--- src/rtl/id_hazard_ctrl_pkg.sv ---
// Shared types for the decode-stage interlock: FSM encoding, shadow-slot layouts
// and forwarding-mode selectors.
package id_hazard_ctrl_pkg;

  localparam int REG_W = 3;

  localparam bit FWD_NONE = 1'b0;
  localparam bit FWD_EX   = 1'b1;

  typedef enum logic [1:0] {
    ST_RUN    = 2'b00,
    ST_DRAIN  = 2'b01,
    ST_HALTED = 2'b10
  } state_e;

  typedef struct packed {
    logic             v;
    logic [REG_W-1:0] wr;
    logic             ld;
  } ex_slot_t;

  typedef struct packed {
    logic             v;
    logic [REG_W-1:0] wr;
  } mem_slot_t;

  // True when a valid in-flight writer targets a source the ID instruction reads.
  function automatic logic src_match(input logic             v,
                                     input logic [REG_W-1:0] wr,
                                     input logic             rs_used,
                                     input logic [REG_W-1:0] rs,
                                     input logic             rt_used,
                                     input logic [REG_W-1:0] rt);
    return (rs_used & v & (wr == rs)) | (rt_used & v & (wr == rt));
  endfunction

endpackage

--- src/rtl/id_hazard_ctrl_inflight_tracker.sv ---
// Two-slot shadow of the EX and MEM stages recording which register each
// in-flight instruction will write, with per-slot source-match outputs.
module inflight_tracker
  import id_hazard_ctrl_pkg::*;
(
  input  logic             clk,
  input  logic             rst_n,
  input  logic             issue_i,
  input  logic             reg_write_i,
  input  logic [REG_W-1:0] write_reg_i,
  input  logic             mem_read_i,
  input  logic [REG_W-1:0] rs_i,
  input  logic [REG_W-1:0] rt_i,
  input  logic             rs_used_i,
  input  logic             rt_used_i,
  output logic             ex_match_o,
  output logic             mem_match_o,
  output logic             ex_load_o,
  output logic             busy_o
);

  ex_slot_t  ex_q, ex_d;
  mem_slot_t mem_q, mem_d;

  always_comb begin
    ex_d = '0;
    if (issue_i) begin
      ex_d.v  = reg_write_i;
      ex_d.wr = write_reg_i;
      ex_d.ld = mem_read_i;
    end
    mem_d.v  = ex_q.v;
    mem_d.wr = ex_q.wr;
  end

  // NOTE: sequential state uses non-blocking assignments so every flop samples pre-edge values.
  always_ff @(posedge clk or negedge rst_n) begin
    if (!rst_n) begin
      ex_q  <= '0;
      mem_q <= '0;
    end else begin
      ex_q  <= ex_d;
      mem_q <= mem_d;
    end
  end

  assign ex_match_o  = src_match(ex_q.v, ex_q.wr, rs_used_i, rs_i, rt_used_i, rt_i);
  assign mem_match_o = src_match(mem_q.v, mem_q.wr, rs_used_i, rs_i, rt_used_i, rt_i);
  assign ex_load_o   = ex_q.ld;
  assign busy_o      = ex_q.v | mem_q.v;

endmodule

--- src/rtl/id_hazard_ctrl.sv ---
// Decode-stage interlock: stalls on RAW hazards, flushes on EX redirects,
// bubbles ID/EX, and drains then freezes the pipe on HALT.
module id_hazard_ctrl
  import id_hazard_ctrl_pkg::*;
#(
  parameter bit FORWARD = FWD_NONE,
  parameter int CNT_W   = 16
) (
  input  logic             clk,
  input  logic             rst,
  input  logic             id_valid,
  input  logic [REG_W-1:0] id_rs,
  input  logic [REG_W-1:0] id_rt,
  input  logic             id_rs_used,
  input  logic             id_rt_used,
  input  logic             id_regWrite,
  input  logic [REG_W-1:0] id_writereg,
  input  logic             id_memRead,
  input  logic             id_halt,
  input  logic             ex_redirect,
  output logic             pc_stall,
  output logic             ifid_stall,
  output logic             ifid_flush,
  output logic             idex_bubble,
  output logic             halted,
  output logic [CNT_W-1:0] stall_count
);

  localparam logic [CNT_W-1:0] CNT_ONE = {{(CNT_W-1){1'b0}}, 1'b1};

  state_e           state_q, state_d;
  logic             drain_seen_q, drain_seen_d;
  logic [CNT_W-1:0] cnt_q, cnt_d;
  logic             ex_match, mem_match, ex_load, busy;
  logic             hazard, issue;

  inflight_tracker u_tracker (
    .clk         (clk),
    .rst_n       (rst),
    .issue_i     (issue),
    .reg_write_i (id_regWrite),
    .write_reg_i (id_writereg),
    .mem_read_i  (id_memRead),
    .rs_i        (id_rs),
    .rt_i        (id_rt),
    .rs_used_i   (id_rs_used),
    .rt_used_i   (id_rt_used),
    .ex_match_o  (ex_match),
    .mem_match_o (mem_match),
    .ex_load_o   (ex_load),
    .busy_o      (busy)
  );

  // With EX->EX forwarding only a load in EX cannot supply its result in time.
  assign hazard = (FORWARD == FWD_EX) ? (id_valid & ex_match & ex_load)
                                      : (id_valid & (ex_match | mem_match));
  assign issue  = (state_q == ST_RUN) & id_valid & ~hazard & ~ex_redirect;

  // NOTE: every always_comb output gets a default first so no latch is inferred.
  always_comb begin
    state_d      = state_q;
    drain_seen_d = drain_seen_q;
    cnt_d        = cnt_q;
    pc_stall     = 1'b0;
    ifid_stall   = 1'b0;
    ifid_flush   = 1'b0;
    idex_bubble  = 1'b0;
    halted       = 1'b0;
    case (state_q)
      ST_RUN: begin
        drain_seen_d = 1'b0;
        if (ex_redirect) begin
          ifid_flush  = 1'b1;
          idex_bubble = 1'b1;
        end else if (hazard) begin
          pc_stall    = 1'b1;
          ifid_stall  = 1'b1;
          idex_bubble = 1'b1;
          if (cnt_q != '1) cnt_d = cnt_q + CNT_ONE;
        end else if (!id_valid) begin
          idex_bubble = 1'b1;
        end
        if (issue && id_halt) state_d = ST_DRAIN;
      end
      ST_DRAIN: begin
        pc_stall     = 1'b1;
        ifid_stall   = 1'b1;
        idex_bubble  = 1'b1;
        drain_seen_d = 1'b1;
        // The HALT itself occupies EX for the first drain cycle, hence the two-cycle floor.
        if (drain_seen_q && !busy) state_d = ST_HALTED;
      end
      ST_HALTED: begin
        pc_stall    = 1'b1;
        ifid_stall  = 1'b1;
        idex_bubble = 1'b1;
        halted      = 1'b1;
      end
      default: state_d = ST_RUN;
    endcase
    if (!rst) begin
      pc_stall    = 1'b0;
      ifid_stall  = 1'b0;
      ifid_flush  = 1'b0;
      idex_bubble = 1'b0;
      halted      = 1'b0;
    end
  end

  always_ff @(posedge clk or negedge rst) begin
    if (!rst) begin
      state_q      <= ST_RUN;
      drain_seen_q <= 1'b0;
      cnt_q        <= '0;
    end else begin
      state_q      <= state_d;
      drain_seen_q <= drain_seen_d;
      cnt_q        <= cnt_d;
    end
  end

  assign stall_count = cnt_q;

endmodule

--- config.mk ---
export PLATFORM = sky130hd
export DESIGN_NAME = id_hazard_ctrl
export DESIGN_NICKNAME = d
export VERILOG_FILES = /design/src/rtl/id_hazard_ctrl_pkg.sv /design/src/rtl/id_hazard_ctrl_inflight_tracker.sv /design/src/rtl/id_hazard_ctrl.sv
export SDC_FILE = /design/constraint.sdc
export NUM_CORES = 1
export LEC_CHECK = 0
export ABC_AREA = 1
export CORE_UTILIZATION = 30
export DETAILED_ROUTE_END_ITERATION = 10
export HOLD_SLACK_MARGIN = 0.03
export PLACE_DENSITY = 0.54
export SKIP_CTS_REPAIR_TIMING = 1
export SLEW_MARGIN = 25
export SYNTH_ARGS = -nofsm -noshare
export SYNTH_HDL_FRONTEND = slang
export SYNTH_HIERARCHICAL = 1
export SYNTH_SLANG_ARGS = --single-unit
--- constraint.sdc ---
create_clock -name clk -period 1.6 [get_ports clk]
set_input_delay 0.24 -clock clk [delete_from_list [all_inputs] [get_ports clk]]
set_output_delay 0.24 -clock clk [all_outputs]
set_load 0.02 [all_outputs]
* Yosys cells after proc, flatten, opt, wreduce, memory -nomap -nowiden
Cells that the tools add are included.
** Operators by class
- Add/sub/neg operators :: 1
- Equal/unequal tests :: 9
- Multiplexer cells :: 19
- Bitwise operators :: 19
- Reductions and logical operators :: 8
** Operators with widths (number)
- $add 16x1->16 const B :: 1
- $ne 16x16->1 const B :: 1
- $and 1x1->1 :: 12
- $eq 3x3->1 :: 4
- $mux 1 :: 12
- $pmux 1 s2 :: 3
- $pmux 2 s3 :: 1
- $mux 5 :: 1
- $mux 2 :: 2
- $or 1x1->1 :: 4
- $reduce_and 4->1 :: 1
- $not 1->1 :: 3
- $reduce_and 3->1 :: 1
- $eq 2x1->1 const B :: 1
- $eq 2x2->1 const B :: 1
- $logic_and 1x1->1 :: 2
- $logic_not 2->1 :: 1
- $ne 2x1->1 const B :: 1
- $ne 2x2->1 const B :: 1
- $reduce_bool 2->1 :: 1
- $reduce_or 2->1 :: 1
- $logic_not 1->1 :: 1
** Storage, ports and cells
- Flip-flop bits (word level) :: 27
- Bits of input ports :: 18
- Output and inout bits :: 21
- Logic and storage cells :: 63

* Depth between registers and ports, before layout
Gate-level depths: netlist of run 1.
- Depth after elaboration :: 11
- Mapped depth :: 13

* Cells and area by module
Netlist of run 1, hierarchy kept.
** By module, submodules not included
- id_hazard_ctrl :: times used 1, cells each 182, area each 1298.7 µm²
- inflight_tracker :: times used 1, cells each 90, area each 531.8 µm²

* Worst setup path before layout of run 1
Ideal clock, no wire load.
- Path kind :: register to output
- Start :: register state_q[0]
- End :: output port pc_stall
- Data arrival time :: 1.808 ns
- Data required time :: 1.360 ns
- Setup slack :: -0.448 ns
- Cell stages (with the launch flop) :: 8
- Cells stage by stage :: dfrtp_1 -> inv_1 -> ha_1 -> nand3_1 -> nor2_4 -> nor2_1 -> nor3_1 -> buf_4
** Between the ends
- Cells in the longest elaborated chain, start to end :: 4
- Elaborated cells on any way between the ends :: 6
- Those cells by class :: 2 x eq/ne; 2 x mux; 2 x reduce/logical
** Ends and longest elaborated chain
- start: declaration :: line id_hazard_ctrl.sv:31 : state_e state_q, state_d;
- start signal: assignment :: line id_hazard_ctrl.sv:116 : state_q <= state_d;
- $eq 2x1->1 / $eq 2x2->1 (equally long branches)
- $reduce_or 2->1 (no source line)
- $pmux 1 s2 *
- $mux 1 *
- end: declaration :: line id_hazard_ctrl.sv:21 : output logic pc_stall,
Mark *: on every way between the ends. The rest lies on a longest branch, timed or not.

* Final worst setup path of run 1
- Start :: input port id_rt_used
- End :: output port pc_stall
** Between the ends
- Cells in the longest elaborated chain, start to end :: 9
- Elaborated cells on any way between the ends :: 12
- Those cells by class :: 4 x mux; 8 x bitwise
** Ends and longest elaborated chain
- start: declaration :: line id_hazard_ctrl.sv:15 : input logic id_rt_used,
- $and 1x1->1 (2 in series) :: line id_hazard_ctrl_pkg.sv:34 : return (rs_used & v & (wr == rs)) | (rt_used & v & (wr == rt));
- $or 1x1->1 :: line id_hazard_ctrl_pkg.sv:34
- net ex_match :: line id_hazard_ctrl.sv:34 : logic ex_match, mem_match, ex_load, busy;
- $or 1x1->1 :: line id_hazard_ctrl.sv:56 : : (id_valid & (ex_match | mem_match));
- $and 1x1->1 :: line id_hazard_ctrl.sv:56
- $mux 1 :: line id_hazard_ctrl.sv:75 : end else if (hazard) begin
- $mux 1 :: line id_hazard_ctrl.sv:72 : if (ex_redirect) begin
- $pmux 1 s2 :: line id_hazard_ctrl.sv:69 : case (state_q)
- $mux 1 :: line id_hazard_ctrl.sv:101 : if (!rst) begin
The timed path passes the listed nets, and every way through them passes these cells.

==> run metrics, run 1 <==
CP peak stage delay 0.47 ns; die area 6310 um2; CP Cell Sequence clkdlybuf4s50_1 > nand2_1 > inv_1 > nand2_1 > nor2_1 > nand2_1 > nand2_2 > nor2_4 > nor2_4 > nor2_2 > nor3_4 > buf_6; Via density 4.30; Layout Nets 358; Final setup viols 19; pin count of the biggest net entering global routing 28; Routed WL 4.17 mm; FF/Latch Area 676 um2; Setup Skew 0.00231 ns; Placer Congestion 0.783; maximum vdd drop 276 uV; min Tclk post-route 1.91 ns; WS Path Type in2out; via count 1740; # DRC 0; initial antenna violation count 0; RSZ-0062 raised after global routing yes; crit path DAT 1.67 ns; Die Ht 79.4 um; total CTS buffers 3; Leak Pwr 0.00164 uW; Slew Limit Fails 0; first-pass GRT wire length 6.97 mm; Power Dens Cells 456 nW/um2; Critical Path RT 1.36 ns; clk sink count 27; CTS clock-pin slew for the worst setup and hold paths 0.09 ns; hold path cells 0; Post-DRT Antenna Nets 0; Crit path depth 12; most frequent CP cell nand2_1; io pins 39; R2R Path Start u_tracker/ex_q[2]; die width 79.4 um; Area growth, synth to finish 45.7%; Initial Util 31.9%; DR iter-0 viols 33; Worst-Skew Late Latency 0.28 ns; Tcrit/Tclk final 120%; Worst Min Path Start u_tracker/ex_q[1]; Max-cap violations 0; final critical-path setup slack -0.312 ns; # diodes 0; failing checks setup timing; clock root buffer clkbuf_8; cells after synthesis 269; core area 5640 um2; max_slew headroom 69.8%; Worst Max-Slew Pin Slew 0.452 ns; YS warnings 6; Reg2Reg Depth 14; CP Launch Point id_rt_used; CP max-delay cell clkdlybuf4s50_1; GR Overflow Total 0; vias in the first global route 1604; floorplan row count 27; placed insts 400; Post-DP HPWL 3.16 mm; Hold Worst Slack 0.406 ns; synthesized area 1800 um2; worst-path fanout max 2; Startpoint Class input port; Fillers 561; crit path buf inv count 3; area of the multi-input gates 1030 um2; worst min path class reg2reg; Max clock buf depth 2; Post-Syn Nets 293; f_max 0.523 GHz; syn avg cell area 6.68 um2; share of post-route cells with drive strength above 1 19.5%; Setup TNS -1.34 ns; WL/cell 10.3 um; total global-route track usage 14.0%; critical path endpoint category output pin; Top delay family on crit path simple AND/OR/NAND/NOR gates; status finished, violations left; number of port buffers 37; H-tree levels 1; CTS tree yes; Detailed Routing Iterations Pass 1 4; Final Hold Viols 0; filler-free cell count of the finished design 405
## where the power goes
part	leakage, uW	switching (uW)	internal, uW	total (uW)
Combinational	0.00125	53.2	56.7	110
Clock	0.0000217	226	177	403
Sequential	0.000367	0	682	682
Total	0.00164	279	916	1190
## sequential cells by signal (all words and copies together), names as in the netlist
name and count:
u_tracker/mem_q 4, stall_count 16, u_tracker/ex_q 4, drain_seen_q 1
state_q 2
## metal layers
layer,up-vias,routed length (um),track usage (%),part of all wire (%)
li1,939,-,-,-
met1,757,2070,18.8,50
met2,39,1860,23.4,45
met3,5,191,1.94,4.6
met4,0,49,4.18,1.2
met5,-,0,0,0
## worst paths after layout
path | end | slack, ns
max | pc_stall | -0.31
max reg2reg | stall_count[8] | -0.01
min in group asynchronous | state_q[0] | 0.50
max in group asynchronous | stall_count[8] | 0.84
min | u_tracker/mem_q[0] | 0.41
min reg2reg | u_tracker/mem_q[0] | 0.41
## metrics by stage
| step | power, uW | util [%] | setup WS, ns | instance area (um2) |
|---|---|---|---|---|
| after floorplan | 730 | - | -0.0695 | 1840 |
| after global placement | 807 | 43.8 | -0.825 | 2470 |
| after detailed placement | 806 | 43.8 | -0.830 | 2470 |
| after CTS | 1220 | 44.6 | -0.840 | 2520 |
| after global routing | 1250 | 46.4 | -0.462 | 2620 |
| final | 1190 | 46.4 | -0.312 | 2620 |
## worst register-to-register path, cell delays in order, from the launching register on
cell and delay, ns:
dfrtp_1 0.42, inv_1 0.06, nand2_1 0.05, nand2_1 0.05, nor2_1 0.11, nand2_1 0.07, nand2_2 0.09, nor2_4 0.05
nor2_4 0.12, buf_6 0.13, inv_4 0.04, nor2_4 0.12, buf_12 0.14, nand2_1 0.05, nand2_1 0.05
## layout make-up
cell class | instances | area share, %
multi-input combinational | 202 | 39.2
sequential | 27 | 25.8
timing repair buffer | 63 | 24.3
inverter | 37 | 5.40
tap | 72 | 3.44
clock buffer | 3 | 1.58
clock inverter | 1 | 0.287
## cell usage in the layout (no fill, tap or decap), types with 2 or more instances in the layout
master / n
nor2_4: 4
o21ai_1: 2
buf_6: 5
clkdlybuf4s50_1: 10
nand2_1: 122
clkbuf_8: 3
xor2_1: 3
xnor2_1: 4
inv_2: 7
inv_1: 29
o21ai_0: 3
nor2_2: 3
dfrtp_1: 27
nand2_2: 3
nand3_2: 3
buf_4: 24
nand3_1: 5
nand4_1: 6
ha_1: 4
nor3_1: 2
nand3_4: 2
nor2_1: 27
dlymetal6s2s_1: 22
Note: power is estimated with default switching activity, not from simulation.
==> run 2: changes to the inputs <==
--- a/config.mk
+++ b/config.mk
@@ -9,6 +9,7 @@
 export CORE_UTILIZATION = 30
 export DETAILED_ROUTE_END_ITERATION = 10
 export HOLD_SLACK_MARGIN = 0.03
+export MAX_ROUTING_LAYER = met4
 export PLACE_DENSITY = 0.54
 export SKIP_CTS_REPAIR_TIMING = 1
 export SLEW_MARGIN = 25
==> run metrics, run 2 (synthesis gave the netlist of run 1 again) <==
RSZ-0062 raised after global routing yes; Setup TNS -1.36 ns (-0.0208 ns); CP peak stage delay 0.47 ns (about the same); Critical Path RT 1.36 ns (about the same); Leak Pwr 0.00164 uW (unchanged); DR iter-0 viols 32 (-3.0%); initial antenna violation count 0 (unchanged); most frequent CP cell nand2_1; WS Path Type in2out; pre-CTS setup slack -0.830 ns (unchanged); Total Power 1190 uW (-0.14%); Routed WL 4.16 mm (about the same); critical path endpoint category output pin; Startpoint Class input port; Post-DP HPWL 3.16 mm (unchanged); Final Hold Viols 0 (unchanged); total global-route track usage 14.4% (+0.39 points); clk sink count 27 (unchanged); floorplan row count 27 (unchanged); CTS tree yes; Tcrit/Tclk final 120% (about the same); CP max-delay cell clkdlybuf4s50_1; Via density 4.28 (-0.34%); Slew Limit Fails 0 (unchanged); worst-path fanout max 2 (unchanged); pin count of the biggest net entering global routing 28 (unchanged); total CTS buffers 3 (unchanged); die area 6310 um2 (unchanged); via count 1734 (-0.34%); Layout Nets 358 (unchanged); crit path DAT 1.67 ns (about the same); Worst-Skew Late Latency 0.28 ns (about the same); max_slew headroom 69.6% (-0.17 points); vias in the first global route 1601 (-0.19%); Power Dens Cells 455 nW/um2 (-0.14%); die width 79.4 um (unchanged); Hold Worst Slack 0.406 ns (-0.000159 ns); Post-DRT Antenna Nets 0 (unchanged); most frequent cells in the layout nand2_1, inv_1, nor2_1, dfrtp_1, buf_4; Placer Congestion 0.794 (+1.4%); f_max 0.523 GHz (unchanged); area of the multi-input gates 1030 um2 (unchanged); Fillers 561 (unchanged); number of port buffers 37 (unchanged); Setup Skew 0.00309 ns (+0.000772 ns); clock root buffer clkbuf_8; status finished, violations left; GR Overflow Total 0 (unchanged); Area growth, synth to finish 45.7% (unchanged); FF/Latch Area 676 um2 (unchanged); Initial Util 31.9% (unchanged); # diodes 0 (unchanged); share of post-route cells with drive strength above 1 19.5% (unchanged); CTS clock-pin slew for the worst setup and hold paths 0.09 ns (about the same); commonest non-fill, non-tap cell in the layout nand2_1; placed insts 400 (unchanged); core area 5640 um2 (unchanged); Die Ht 79.4 um (unchanged); Detailed Routing Iterations Pass 1 4 (unchanged); first-pass GRT wire length 6.97 mm (unchanged); final critical-path setup slack -0.312 ns (+0.00000100 ns); failing checks setup timing; maximum vdd drop 276 uV (about the same); Max clock buf depth 2 (unchanged); worst min path class reg2reg; io pins 39 (unchanged); CP Cell Sequence clkdlybuf4s50_1 > nand2_1 > inv_1 > nand2_1 > nor2_1 > nand2_1 > nand2_2 > nor2_4 > nor2_4 > nor2_2 > nor3_4 > buf_6; # DRC 0 (unchanged); Worst Max-Slew Pin Slew 0.454 ns (+0.00251 ns); min Tclk post-route 1.91 ns (-0.00000100 ns); filler-free cell count of the finished design 405 (unchanged); WL/cell 10.3 um (about the same); H-tree levels 1 (unchanged); max reg flops 16 (unchanged); Max-cap violations 0 (unchanged); Final setup viols 19 (unchanged)
## run 2: layer usage
layer | track usage (%) | vias to the layer above | routed length, um
met3 | 1.94 | 5 | 202
met4 | 4.18 | 0 | 46
li1 | - | 938 | -
met5 | - | - | 0
met2 | 23.3 | 45 | 1840
met1 | 18.9 | 746 | 2080
## run 2: path summary, 6_finish.rpt
| path | start | end | slack [ns] | cells after the start |
|---|---|---|---|---|
| worst min register to register | u_tracker/ex_q[1] | u_tracker/mem_q[0] | 0.41 | 0 |
| worst max-delay path | id_rt_used | pc_stall | -0.31 | 12 |
| worst max register to register | u_tracker/ex_q[2] | stall_count[8] | -0.01 | 14 |
| min in group asynchronous | rst | state_q[0] | 0.52 | 3 |
| worst min-delay path | u_tracker/ex_q[1] | u_tracker/mem_q[0] | 0.41 | 0 |
| max in group asynchronous | rst | stall_count[8] | 0.83 | 3 |
## run 2: metrics by stage
stage	utilization, %	cell area (um2)
final	46.4	2620
after global routing	46.4	2620
after CTS	44.6	2520
after detailed placement	43.8	2470
after global placement	43.8	2470
after floorplan	-	1840
## run 2: power breakdown
| part | switching [uW] | total [uW] | leakage [uW] | internal [uW] |
|---|---|---|---|---|
| combinational | 53.5 | 110 | 0.00125 | 56.7 |
| sequential | 0 | 682 | 0.000367 | 682 |
| clock | 224 | 401 | 0.0000217 | 177 |
| total | 277 | 1190 | 0.00164 | 916 |
## run 2: critical path: cells and delay by family
kind	cells	cell delay (ns)
simple gates	9	0.74
buf+inv	3	0.67
## run 2: layout make-up
type / count / share of cell area, %
Timing Repair Buffer: 63 / 24.3
Clock buffer: 3 / 1.58
Inverter: 37 / 5.40
Clock inverter: 1 / 0.287
Tap cell: 72 / 3.44
Sequential cell: 27 / 25.8
Multi-Input combinational cell: 202 / 39.2
==> run 3: changes to the inputs <==
--- a/config.mk
+++ b/config.mk
@@ -7,6 +7,7 @@
 export LEC_CHECK = 0
 export ABC_AREA = 1
 export CORE_UTILIZATION = 30
+export CTS_CLUSTER_SIZE = 10
 export DETAILED_ROUTE_END_ITERATION = 10
 export HOLD_SLACK_MARGIN = 0.03
 export MAX_ROUTING_LAYER = met4
@@ -15,5 +16,4 @@
 export SLEW_MARGIN = 25
 export SYNTH_ARGS = -nofsm -noshare
 export SYNTH_HDL_FRONTEND = slang
-export SYNTH_HIERARCHICAL = 1
 export SYNTH_SLANG_ARGS = --single-unit
==> run metrics, run 3 <==
Comb pwr share 46.8% (+38 points); via count 1678 (-3.2%); filler-free cell count of the finished design 394 (-2.7%); cell taking the most area after synthesis dfrtp_1; worst-path fanout max 3 (+1); min Tclk post-route 1.81 ns (-0.0974 ns); GR Overflow Total 0 (unchanged); Placer Congestion 0.826 (+4.0%); Post-DP HPWL 2.95 mm (-6.7%); sw power 766 uW (+180%); cells after synthesis 246 (-8.6%); Post-Syn Nets 269 (-8.2%); Synth Flop Type dfrtp_1; most frequent CP cell nand2_1; first-pass GRT wire length 6.56 mm (-5.9%); number of port buffers 37 (unchanged); most frequent cell after synthesis nand2_1; placed insts 382 (-4.5%); RSZ-0062 raised after global routing yes; DR iter-0 viols 54 (+69%); floorplan row count 27 (unchanged); Max clock buf depth 2 (unchanged); Synth Register Bits 27; synthesized area 1760 um2 (-2.2%); critical path endpoint category output pin; worst min path class reg2reg; met1 usage 17.7% (-1.2 points); commonest non-fill, non-tap cell in the layout nand2_1; Max-cap violations 0 (unchanged); Post-DRT Antenna Nets 0 (unchanged); top cells by area, synth dfrtp_1, nand2_1, inv_1, nor2_1, xor2_1; pin count of the biggest net entering global routing 32 (+14%); most frequent cells in the layout nand2_1, inv_1, buf_4, dfrtp_1; crit path DAT 1.57 ns (-0.10 ns); Initial Util 31.6% (-0.31 points); Die Ht 78.6 um (-1.1%); FFs w/ async S/R, synth 100%; Final setup viols 16 (-3); Clk pwr share 17.1% (-17 points); f_max 0.551 GHz (+5.4%); maximum vdd drop 472 uV (+71%); CTS clock-pin slew for the worst setup and hold paths 0.09 ns (about the same); CP Cell Sequence inv_2 > nand2_1 > nand2_1 > nor2_2 > nand2_1 > nand2_1 > nor2_2 > inv_2 > o21ai_2 > a21oi_1 > buf_4; Worst-Skew Late Latency 0.27 ns (about the same); synth cell count leaders nand2_1, inv_1, dfrtp_1, nor2_1, xor2_1; Detailed Routing Iterations Pass 1 4 (unchanged); CP max-delay cell dfrtp_1; most crowded layer after global routing met2; Layout Nets 346 (-3.4%); Area growth, synth to finish 56.8%; YS warnings 0 (-6); Seq pwr share 36.1% (-21 points); syn avg cell area 7.15 um2 (+7.0%); Routed WL 4.24 mm (+1.9%); max reg flops 16 (unchanged); Power Dens Cells 808 nW/um2 (+77%); status finished, violations left; total global-route track usage 13.6% (-0.88 points); area share of the largest cell type after synthesis 38.4%; clk sink count 27 (unchanged); Final Cell Area 2760 um2 (+5.3%); Fillers 560 (-0.18%); core area 5570 um2 (-1.2%); # diodes 0 (unchanged); final critical-path setup slack -0.215 ns (+0.0974 ns); WL/cell 10.8 um (+4.8%); failing checks setup timing; WS Path Type reg2out; Final Hold Viols 0 (unchanged); routing usage on met3 1.51% (-0.43 points); Via density 4.26 (-0.53%); Setup Skew 0.00602 ns (+0.00293 ns); H-tree levels 1 (unchanged); max_slew headroom 76.1% (+6.5 points); Netlist cell types 22; die width 78.6 um (-1.1%); Post-DP Area 2470 um2 (-0.15%); Leak Pwr 0.00163 uW (-0.63%); Critical Path RT 1.36 ns (about the same); total CTS buffers 3 (unchanged); initial antenna violation count 0 (unchanged); io pins 39 (unchanged); Sw Share 34.4% (+11 points); met2 Track Usage GR 22.1% (-1.2 points); Slew Limit Fails 0 (unchanged); CTS tree yes; number of synthesized flops with an enable pin 0; Tcrit/Tclk final 113% (-6.1 points); clock root buffer clkbuf_8; vias in the first global route 1568 (-2.1%); die area 6170 um2 (-2.1%); post-synthesis sequential area ratio 38.4%; CP peak stage delay 0.42 ns (-0.05 ns); Worst Max-Slew Pin Slew 0.355 ns (-0.0991 ns); # DRC 0 (unchanged); share of post-route cells with drive strength above 1 28.9% (+9.4 points); internal power 1460 uW (+60%); Startpoint Class flop
[run 3: path summary, 6_finish.rpt]
check / cells past startpoint / slack [ns] / endpoint / from
setup / recovery: 11 / -0.21 / idex_bubble / u_tracker.mem_q[1]
hold / removal: 0 / 0.41 / u_tracker.mem_q[0] / u_tracker.ex_q[1]
setup reg to reg: 9 / -0.01 / stall_count[2] / state_q[0]
hold reg to reg: 0 / 0.41 / u_tracker.mem_q[0] / u_tracker.ex_q[1]
max in group asynchronous: 3 / 0.86 / stall_count[0] / rst
min in group asynchronous: 3 / 0.47 / stall_count[5] / rst
[run 3: final cells by class]
class,instances,area (um2),area share [%]
flip-flops and latches,27,678,24.6
repair buffers,76,782,28.4
well taps,72,90.1,3.27
multi-input cells,167,982,35.6
clock buffers,4,45.0,1.63
inverters,48,180,6.53
[run 3: critical path, delay by kind of cell, from the launching register on]
family,cells,cell delay (ns)
and+or+nand+nor,6,0.42
DFF,1,0.42
buffers and inverters,3,0.29
AOI/OAI and AO/OA,2,0.18
[run 3: per-stage QoR]
stage | util, % | setup WS (ns) | total power (uW) | TNS [ns] | hold WS, ns
after floorplan | - | -0.0404 | 1290 | -0.0404 | -0.0556
after global placement | 44.2 | -0.733 | 1640 | -7.78 | 0.385
after detailed placement | 44.2 | -0.736 | 1650 | -7.94 | 0.388
after CTS | 45.1 | -0.750 | 2050 | -3.77 | 0.411
after global routing | 49.5 | -0.367 | 2410 | -3.33 | 0.435
final | 49.5 | -0.215 | 2230 | -0.871 | 0.411
[run 3: kinds of logic (layout without fill, tap and decap cells)]
kind of cell | Yosys count | count (layout) | share of synthesized area, %
AO/OA/AOI/OAI | 20 | 20 | 7.40
XOR/XNOR | 15 | 15 | 7.47
adder cells (fa/ha/maj) | 5 | 5 | 3.56
buffers and inverters | 52 | 128 | 12.6
flip-flops | 27 | 27 | 38.4
AND/OR/NAND/NOR | 127 | 127 | 30.6
[run 3: layer usage]
metal / vias to the layer above / routed length, um
li1: 887 / -
met2: 31 / 2050
met3: 2 / 177
met5: - / 0
met4: 0 / 23
met1: 758 / 1990
[run 3: power by group through the flow]
stage | logic (uW) | clock network, uW | registers, uW
5_1_grt | 1160 | 436 | 815
3_5_place_dp | 835 | 0 | 816
2_1_floorplan | 462 | 0 | 826
6_report | 1040 | 381 | 805
4_1_cts | 839 | 406 | 802
3_3_place_gp | 824 | 0 | 814
